## config.mk

```make
export PLATFORM = sky130hd
export DESIGN_NAME = pcie_tlp_initiator
export DESIGN_NICKNAME = d
export VERILOG_FILES = /design/src/rtl/pcie_tlp_initiator.sv
export SDC_FILE = /design/constraint.sdc
export NUM_CORES = 1
export LEC_CHECK = 0
export CAP_MARGIN = 20
export CORE_ASPECT_RATIO = 1.1
export CORE_MARGIN = 2
export CORE_UTILIZATION = 48
export CTS_CLUSTER_SIZE = 12
export DETAILED_ROUTE_END_ITERATION = 8
export PLACE_DENSITY = 0.76
export RECOVER_POWER = 25
export SLEW_MARGIN = 40
export SYNTH_ARGS = -nofsm -noshare
export SYNTH_HDL_FRONTEND = slang
export SYNTH_SLANG_ARGS = --single-unit
```

## constraint.sdc

```tcl
create_clock -name pcie_clk -period 2.4 [get_ports pcie_clk]
set_input_delay 0.36 -clock pcie_clk [delete_from_list [all_inputs] [get_ports pcie_clk]]
set_output_delay 0.36 -clock pcie_clk [all_outputs]
set_load 0.01 [all_outputs]
```

## src/rtl/pcie_tlp_initiator.sv

```systemverilog
// pcie_tlp_initiator
// Requester-side TLP engine for a 16-bit PCIe TLP interface. Turns single-DW
// local master requests into MWr32/MRd32 TLPs and matches the returning
// Cpl/CplD to hand read data (or an error) back to the local master.
// Optional feature macro: PCIE_CPL_TIMEOUT_EN enables a completion timeout of
// TIMEOUT_CYCLES pcie_clk cycles; without it a read waits for its completion
// indefinitely.

module pcie_tlp_initiator #(
  parameter logic [31:0] TIMEOUT_CYCLES = 32'd50000
) (
  input  logic        pcie_clk,
  input  logic        sys_rst_n,
  input  logic [7:0]  bus_num,
  input  logic [4:0]  dev_num,
  input  logic [2:0]  func_num,
  output logic        tx_req,
  input  logic        tx_rdy,
  output logic        tx_st,
  output logic        tx_end,
  output logic [15:0] tx_data,
  input  logic        rx_st,
  input  logic        rx_end,
  input  logic [15:0] rx_data,
  input  logic        mst_req,
  input  logic        mst_we,
  input  logic [29:0] mst_adr,
  input  logic [3:0]  mst_be,
  input  logic [31:0] mst_wdat,
  output logic        mst_ack,
  output logic        mst_busy,
  output logic        mst_rvalid,
  output logic [31:0] mst_rdat,
  output logic        mst_err
);

  // Request FSM states
  localparam logic [1:0] ST_IDLE = 2'd0;
  localparam logic [1:0] ST_REQ  = 2'd1;
  localparam logic [1:0] ST_SEND = 2'd2;
  localparam logic [1:0] ST_WAIT = 2'd3;

  // Fixed header halfwords and completion type codes
  localparam logic [15:0] H0_MWR  = 16'h4000;
  localparam logic [15:0] H0_MRD  = 16'h0000;
  localparam logic [15:0] H1_LEN1 = 16'h0001;
  localparam logic [15:0] TYPE_CPLD = 16'h4A00;
  localparam logic [15:0] TYPE_CPL  = 16'h0A00;

  // Last beat index: MWr carries two data halfwords after the 6-beat header
  localparam logic [2:0] LAST_MWR = 3'd7;
  localparam logic [2:0] LAST_MRD = 3'd5;

  // The expiry compare looks two counts ahead so that the registered error
  // pulse is visible exactly TIMEOUT_CYCLES cycles after tx_end.
  if (TIMEOUT_CYCLES < 32'd2) begin : g_timeout_too_small
    $error("TIMEOUT_CYCLES must be at least 2");
  end

  // Halfword of the outgoing TLP for a given beat index.
  function automatic logic [15:0] tlp_halfword(
    input logic [2:0]  idx,
    input logic        is_wr,
    input logic [15:0] req_id,
    input logic [4:0]  tag,
    input logic [3:0]  be,
    input logic [29:0] dw_adr,
    input logic [31:0] wdat
  );
    logic [15:0] hw;
    hw = 16'h0000;
    case (idx)
      3'd0: begin
        if (is_wr) hw = H0_MWR;
        else       hw = H0_MRD;
      end
      3'd1:    hw = H1_LEN1;
      3'd2:    hw = req_id;
      3'd3:    hw = {3'b000, tag, 4'b0000, be};
      3'd4:    hw = dw_adr[29:14];
      3'd5:    hw = {dw_adr[13:0], 2'b00};
      3'd6:    hw = wdat[31:16];
      3'd7:    hw = wdat[15:0];
      default: hw = 16'h0000;
    endcase
    return hw;
  endfunction

  // Request side state
  logic [1:0]  state_r;
  logic [2:0]  beat_r;
  logic [4:0]  tag_r;
  logic        we_r;
  logic [29:0] adr_r;
  logic [3:0]  be_r;
  logic [31:0] wdat_r;

  // Registered outputs
  logic        tx_req_r;
  logic        tx_st_r;
  logic        tx_end_r;
  logic [15:0] tx_data_r;
  logic        mst_ack_r;
  logic        mst_busy_r;
  logic        mst_rvalid_r;
  logic [31:0] mst_rdat_r;
  logic        mst_err_r;

  // Rx parser state and captured completion fields
  logic [2:0]  rx_beat_r;
  logic        rx_in_tlp_r;
  logic [15:0] rx_type_r;
  logic [2:0]  rx_status_r;
  logic [15:0] rx_reqid_r;
  logic [7:0]  rx_tag_r;
  logic [15:0] rx_d0_r;
  logic [15:0] rx_d1_r;

  // Combinational helpers
  logic [15:0] own_id_s;
  logic [2:0]  last_beat_s;
  logic [2:0]  beat_next_s;
  logic        send_done_s;
  logic [2:0]  rx_idx_s;
  logic        rx_active_s;
  logic [15:0] eff_type_s;
  logic [2:0]  eff_status_s;
  logic [15:0] eff_reqid_s;
  logic [7:0]  eff_tag_s;
  logic [15:0] eff_d0_s;
  logic [15:0] eff_d1_s;
  logic        cpl_hit_s;
  logic        cpl_good_s;
  logic        tmo_expire_s;

  assign own_id_s = {bus_num, dev_num, func_num};

  // Beat bookkeeping for the tx serializer
  always_comb begin
    last_beat_s = LAST_MRD;
    if (we_r) last_beat_s = LAST_MWR;
    else      last_beat_s = LAST_MRD;
    beat_next_s = beat_r + 3'd1;
    send_done_s = (state_r == ST_SEND) && (beat_r == last_beat_s);
  end

  // Field values as seen this cycle: the beat on rx_data overrides the
  // captured copy, so the match can be decided on the rx_end beat itself.
  always_comb begin
    rx_idx_s     = rx_beat_r;
    rx_active_s  = rx_st | rx_in_tlp_r;
    eff_type_s   = rx_type_r;
    eff_status_s = rx_status_r;
    eff_reqid_s  = rx_reqid_r;
    eff_tag_s    = rx_tag_r;
    eff_d0_s     = rx_d0_r;
    eff_d1_s     = rx_d1_r;
    if (rx_st) rx_idx_s = 3'd0;
    else       rx_idx_s = rx_beat_r;
    if (rx_active_s) begin
      case (rx_idx_s)
        3'd0:    eff_type_s   = rx_data;
        3'd3:    eff_status_s = rx_data[15:13];
        3'd4:    eff_reqid_s  = rx_data;
        3'd5:    eff_tag_s    = rx_data[15:8];
        3'd6:    eff_d0_s     = rx_data;
        3'd7:    eff_d1_s     = rx_data;
        default: eff_type_s   = rx_type_r;
      endcase
    end else begin
      eff_type_s = rx_type_r;
    end
  end

  // Completion match: right type, addressed to us, carrying the live tag
  always_comb begin
    cpl_hit_s  = 1'b0;
    cpl_good_s = 1'b0;
    if ((state_r == ST_WAIT) && rx_end && rx_active_s &&
        ((eff_type_s == TYPE_CPLD) || (eff_type_s == TYPE_CPL)) &&
        (eff_reqid_s == own_id_s) && (eff_tag_s == {3'b000, tag_r})) begin
      cpl_hit_s = 1'b1;
    end else begin
      cpl_hit_s = 1'b0;
    end
    if ((eff_type_s == TYPE_CPLD) && (eff_status_s == 3'b000)) cpl_good_s = 1'b1;
    else                                                       cpl_good_s = 1'b0;
  end

`ifdef PCIE_CPL_TIMEOUT_EN
  logic [31:0] tmo_cnt_r;

  // Completion timeout counter: cleared at MRd tx_end, runs while waiting
  always_ff @(posedge pcie_clk or negedge sys_rst_n) begin
    if (!sys_rst_n) begin
      tmo_cnt_r <= 32'd0;
    end else if (send_done_s && !we_r) begin
      tmo_cnt_r <= 32'd0;
    end else if (state_r == ST_WAIT) begin
      tmo_cnt_r <= tmo_cnt_r + 32'd1;
    end else begin
      tmo_cnt_r <= tmo_cnt_r;
    end
  end

  assign tmo_expire_s = (state_r == ST_WAIT) && (tmo_cnt_r == (TIMEOUT_CYCLES - 32'd2));
`else
  assign tmo_expire_s = 1'b0;
`endif

  // Rx parser: beat tracking and field capture, independent of the FSM
  always_ff @(posedge pcie_clk or negedge sys_rst_n) begin
    if (!sys_rst_n) begin
      rx_beat_r   <= 3'd0;
      rx_in_tlp_r <= 1'b0;
      rx_type_r   <= 16'h0000;
      rx_status_r <= 3'b000;
      rx_reqid_r  <= 16'h0000;
      rx_tag_r    <= 8'h00;
      rx_d0_r     <= 16'h0000;
      rx_d1_r     <= 16'h0000;
    end else begin
      if (rx_end) begin
        rx_beat_r   <= 3'd0;
        rx_in_tlp_r <= 1'b0;
      end else if (rx_active_s) begin
        if (rx_idx_s == 3'd7) begin
          // Longer than any completion we care about: drop the rest
          rx_beat_r   <= 3'd0;
          rx_in_tlp_r <= 1'b0;
        end else begin
          rx_beat_r   <= rx_idx_s + 3'd1;
          rx_in_tlp_r <= 1'b1;
        end
      end else begin
        rx_beat_r   <= rx_beat_r;
        rx_in_tlp_r <= rx_in_tlp_r;
      end
      rx_type_r   <= eff_type_s;
      rx_status_r <= eff_status_s;
      rx_reqid_r  <= eff_reqid_s;
      rx_tag_r    <= eff_tag_s;
      rx_d0_r     <= eff_d0_s;
      rx_d1_r     <= eff_d1_s;
    end
  end

  // Request FSM, tx serializer and master-side handshake
  always_ff @(posedge pcie_clk or negedge sys_rst_n) begin
    if (!sys_rst_n) begin
      state_r      <= ST_IDLE;
      beat_r       <= 3'd0;
      tag_r        <= 5'd0;
      we_r         <= 1'b0;
      adr_r        <= 30'd0;
      be_r         <= 4'h0;
      wdat_r       <= 32'h0000_0000;
      tx_req_r     <= 1'b0;
      tx_st_r      <= 1'b0;
      tx_end_r     <= 1'b0;
      tx_data_r    <= 16'h0000;
      mst_ack_r    <= 1'b0;
      mst_busy_r   <= 1'b0;
      mst_rvalid_r <= 1'b0;
      mst_rdat_r   <= 32'h0000_0000;
      mst_err_r    <= 1'b0;
    end else begin
      mst_ack_r    <= 1'b0;
      mst_rvalid_r <= 1'b0;
      mst_err_r    <= 1'b0;
      case (state_r)
        ST_IDLE: begin
          if (mst_req) begin
            we_r       <= mst_we;
            adr_r      <= mst_adr;
            be_r       <= mst_be;
            wdat_r     <= mst_wdat;
            mst_ack_r  <= 1'b1;
            mst_busy_r <= 1'b1;
            tx_req_r   <= 1'b1;
            state_r    <= ST_REQ;
          end else begin
            state_r <= ST_IDLE;
          end
        end
        ST_REQ: begin
          if (tx_rdy) begin
            tx_req_r  <= 1'b0;
            beat_r    <= 3'd0;
            tx_st_r   <= 1'b1;
            tx_end_r  <= 1'b0;
            tx_data_r <= tlp_halfword(3'd0, we_r, own_id_s, tag_r, be_r, adr_r, wdat_r);
            state_r   <= ST_SEND;
          end else begin
            state_r <= ST_REQ;
          end
        end
        ST_SEND: begin
          if (send_done_s) begin
            tx_st_r   <= 1'b0;
            tx_end_r  <= 1'b0;
            tx_data_r <= 16'h0000;
            beat_r    <= 3'd0;
            if (we_r) begin
              // Posted write: nothing comes back
              mst_busy_r <= 1'b0;
              state_r    <= ST_IDLE;
            end else begin
              state_r <= ST_WAIT;
            end
          end else begin
            beat_r    <= beat_next_s;
            tx_st_r   <= 1'b0;
            tx_end_r  <= (beat_next_s == last_beat_s);
            tx_data_r <= tlp_halfword(beat_next_s, we_r, own_id_s, tag_r, be_r, adr_r, wdat_r);
          end
        end
        ST_WAIT: begin
          // A matching completion on the expiry cycle takes priority
          if (cpl_hit_s) begin
            tag_r      <= tag_r + 5'd1;
            mst_busy_r <= 1'b0;
            state_r    <= ST_IDLE;
            if (cpl_good_s) begin
              mst_rvalid_r <= 1'b1;
              mst_rdat_r   <= {eff_d0_s, eff_d1_s};
            end else begin
              mst_err_r  <= 1'b1;
              mst_rdat_r <= 32'h0000_0000;
            end
          end else if (tmo_expire_s) begin
            tag_r      <= tag_r + 5'd1;
            mst_err_r  <= 1'b1;
            mst_busy_r <= 1'b0;
            state_r    <= ST_IDLE;
          end else begin
            state_r <= ST_WAIT;
          end
        end
        default: begin
          state_r <= ST_IDLE;
        end
      endcase
    end
  end

  assign tx_req     = tx_req_r;
  assign tx_st      = tx_st_r;
  assign tx_end     = tx_end_r;
  assign tx_data    = tx_data_r;
  assign mst_ack    = mst_ack_r;
  assign mst_busy   = mst_busy_r;
  assign mst_rvalid = mst_rvalid_r;
  assign mst_rdat   = mst_rdat_r;
  assign mst_err    = mst_err_r;

endmodule
```

==> results.txt <==
Worst Tran Pin Value = 1.52 ns
mux cell area share after synthesis = 18.7%
fin crit share = 118%
main combinational cell family by area after synthesis = multiplexers
Adder-Cell Fraction of Synth Area = 1.54%
Post-DP Area = 12,400 µm²
Yosys top cell area share = 54.3%
peak supply drop = 0.000890 V
first-pass GRT wire length = 42,900 µm
CP Data Required Time = 2.79 ns
WP data arrival = 3.24 ns
outcome = finished, violations left
R2R Path Start = rx_beat_r[0]$_DFFE_PN0P_
synthesized area per cell = 11.8 µm²
met2 Track Usage GR = 41.9%
Post-Syn Nets = 938
CP Capture Type = flip-flop
Post-Synthesis Cells = 821
simple-gate share of the synthesized area = 9.43%
IO buf count = 159
part of the power in registers = 40.3%
number of synthesized flops with an enable pin = 0
Core Footprint = 19,900 µm²
crit path launch = rx_beat_r[0]$_DFFE_PN0P_
internal power = 8.57 mW
slowest CP cell = or3_4
Net Sw Power = 3.87 mW
Cell variety after synth = 59
Total Power = 12.4 mW
GR peak layer = met2
#FFs+latches synth = 211
Hold Vio Cnt, Final = 0
RSZ-0062 raised after global routing = yes
Initial Util = 49.0%
# DRC = 0
xor and xnor area share after synthesis = 2.70%
clk sinks = 211
Root Driver = clkbuf_16
pin count of the biggest net entering global routing = 59
width of the die = 140 µm
Clock Latency Late Sink = 0.51 ns
Fillers = 1,518
ys flop type = dfrtp_1
max-slew violations = 58
Clock transition at path regs = 0.06 ns
initial antenna violation count = 0
LEAKAGE = 6.31 nW
share of layout cells above drive strength 1 = 27.7%
Switching Fraction = 31.1%
Clock Skew = 0.0145 ns
Logic pwr share = 33.2%
Max Fclk = 352 MHz
met3 Track Usage GR = 5.08%
max-cap violations = 1
Syn. warnings = 0
total congestion overflow = 0
post-synth top area cell = dfrtp_1
Final #Nets = 1,185
CTS tree = yes
worst min-delay path category = in2reg
top post-synthesis cells by area = dfrtp_1 (54%), mux2_2 (14%), mux2i_1 (4.6%)
total CTS buffers = 23
synth-to-layout area growth = 36.8%
total wire length = 27,400 µm
total number of vias = 7,362
antenna cells = 0
Hold Startpoint = mst_wdat[4]
Post-DRT Antenna Nets = 0
crit-path cells = nor2b_4 > inv_2 > ha_4 > nand4b_4 > mux2_4 > xor2_2 > nor3_2 > nand4_1 > or3_4 > buf_6 > a31o_4
synth cell count leaders = dfrtp_1 (211), mux2_2 (120), nand2_1 (110)
GRT Overall Usage = 25.0%
synthesized cell area = 9730 µm²
Crit path largest cell delay = 0.53 ns
Slew headroom = -1.46%
CTS max path bufs = 3
CP Max Fanout = 6
Worst Setup Start Kind = flip-flop
Worst Path Buf+Inv = 2
Post-Route Utilization = 67.0%
Clk pwr share = 26.6%
routed len/inst = 20.6 µm
GR Layer Usage met1 = 33.2%
drt pass-1 iters = 5
DIE AREA = 21,400 µm²
# H-tree levels = 1
Cell Rows = 54
IO Count = 160
DIE HEIGHT = 153 µm
gp weighted congestion = 0.933
Setup CP Type = reg2reg
DP HPWL = 19,000 µm
fin crit period = 2.84 ns
Synth Area in Compound Gates = 8.57%
delay-heaviest family, CP = simple AND/OR/NAND/NOR gates
failing checks = capacitance limit, slew limit, setup timing
Setup violations, final = 42
Non-Filler Cell Area, Final = 13,300 µm²
final worst slack = -0.440 ns
DRT iter0 DRCs = 519
sequential share of the synthesized area = 54.3%
async set-or-reset flop fraction in the synthesized netlist = 100%
count leader, synth = dfrtp_1
vias in the first global route = 7,749
vias per cell = 5.53
power density cells = 935 nW/µm²
-- per-stage QoR --
stage	instances	hold slack [ns]	setup slack, ns	TNS, ns
2_1_floorplan	821	0.0644	-0.115	-2.94
3_3_place_gp	1286	0.378	-0.918	-38.75
3_5_place_dp	1286	0.377	-1.03	-43.16
4_1_cts	1327	0.407	-0.372	-13.83
5_1_grt	1331	0.455	-0.526	-22.85
6_report	1331	0.462	-0.440	-16.05
-- cell type report --
type                            instances  area (µm²)  share of cell area, %
Multi-Input combinational cell        506        4160                   31.3
Inverter                               55         206                   1.55
Clock inverter                          6        55.1                  0.414
Clock buffer                           30         632                   4.75
Sequential cell                       211        5280                   39.7
Timing Repair Buffer                  271        2660                   20.0
Tap cell                              252         315                   2.37
-- cell families (layout without fill, tap and decap cells) --
kind of cell | count (synthesis) | after routing
multiplexers | 166 | 166
adder cells (fa/ha/maj) | 12 | 12
AND/OR/NAND/NOR | 189 | 189
flip-flops | 211 | 211
AO/OA/AOI/OAI | 109 | 109
XOR/XNOR | 30 | 30
buffers and inverters | 104 | 362
-- final timing paths --
kind | cells after the start | end | slack (ns)
worst max-delay path | 11 | mst_busy$_DFFE_PN0P_ | -0.44
min in group asynchronous | 2 | mst_ack$_DFF_PN0_ | 0.78
worst min-delay path | 2 | wdat_r[4]$_DFFE_PN0P_ | 0.46
worst min register to register | 1 | rx_d1_r[9]$_DFF_PN0_ | 0.50
worst max register to register | 11 | mst_busy$_DFFE_PN0P_ | -0.44
max in group asynchronous | 3 | adr_r[23]$_DFFE_PN0P_ | 0.25
-- layer usage --
metal  part of all wire [%]  vias to the layer above  routed length [µm]
met4                    3.0                        0                 818
met1                     42                     3649               11400
li1                       -                     3372                   -
met3                    7.1                       61                1950
met5                      0                        -                   0
met2                     48                      280               13300
-- worst reg2reg max path, cell delays in order (launching register included) --
cell	delay (ns)
dfrtp_1	0.40
nor2b_4	0.15
inv_2	0.08
ha_4	0.15
nand4b_4	0.20
mux2_4	0.38
xor2_2	0.17
nor3_2	0.17
nand4_1	0.12
or3_4	0.53
buf_6	0.17
a31o_4	0.21
-- power groups by stage --
stage / logic (mW) / registers [mW] / clock network (mW)
global route: 4.47 / 5.12 / 3.52
CTS: 4.12 / 5.00 / 3.35
detailed placement: 4.06 / 5.06 / 0
global placement: 3.97 / 5.01 / 0
floorplan: 2.43 / 4.96 / 0
finish: 4.12 / 5.01 / 3.31
-- registers in the layout (all words and copies together), names as in the netlist --
| signal | flops |
|---|---|
| mst_rdat | 32 |
| wdat_r | 32 |
| adr_r | 30 |
| rx_d0_r | 16 |
| rx_d1_r | 16 |
| rx_reqid_r | 16 |
| rx_type_r | 16 |
| tx_data | 16 |
| rx_tag_r | 8 |
| tag_r | 5 |
| be_r | 4 |
| beat_r | 3 |
| rx_beat_r | 3 |
| rx_status_r | 3 |
| state_r | 2 |
| mst_ack | 1 |
| mst_busy | 1 |
| mst_err | 1 |
| mst_rvalid | 1 |
| rx_in_tlp_r | 1 |
| tx_end | 1 |
| tx_req | 1 |
| tx_st | 1 |
| we_r | 1 |
-- repair_timing --
| action | 4_1_cts | 5_1_grt |
|---|---|---|
| cloned | 0 | 4 |
| hold buffers | 1 | 0 |
| pin swaps | 3 | 2 |
| setup buffers | 4 | 0 |
| hold endpoints to repair | 52 | 0 |
| resized for setup | 17 | 8 |
| endpoints found under the setup margin | 42 | 42 |
-- layout by cell type (no fill, tap or decap), drive strengths merged, types with 11 or more instances in the layout --
cell	n
nor2b	12
dfrtp	211
inv	55
buf	106
clkbuf	36
ha	12
a22o	16
mux2i	45
a21oi	11
o21ai	20
nor2	19
mux2	121
xor2	20
nand2	110
clkdlybuf4s50	157
Power figures use the tool's default switching activity.
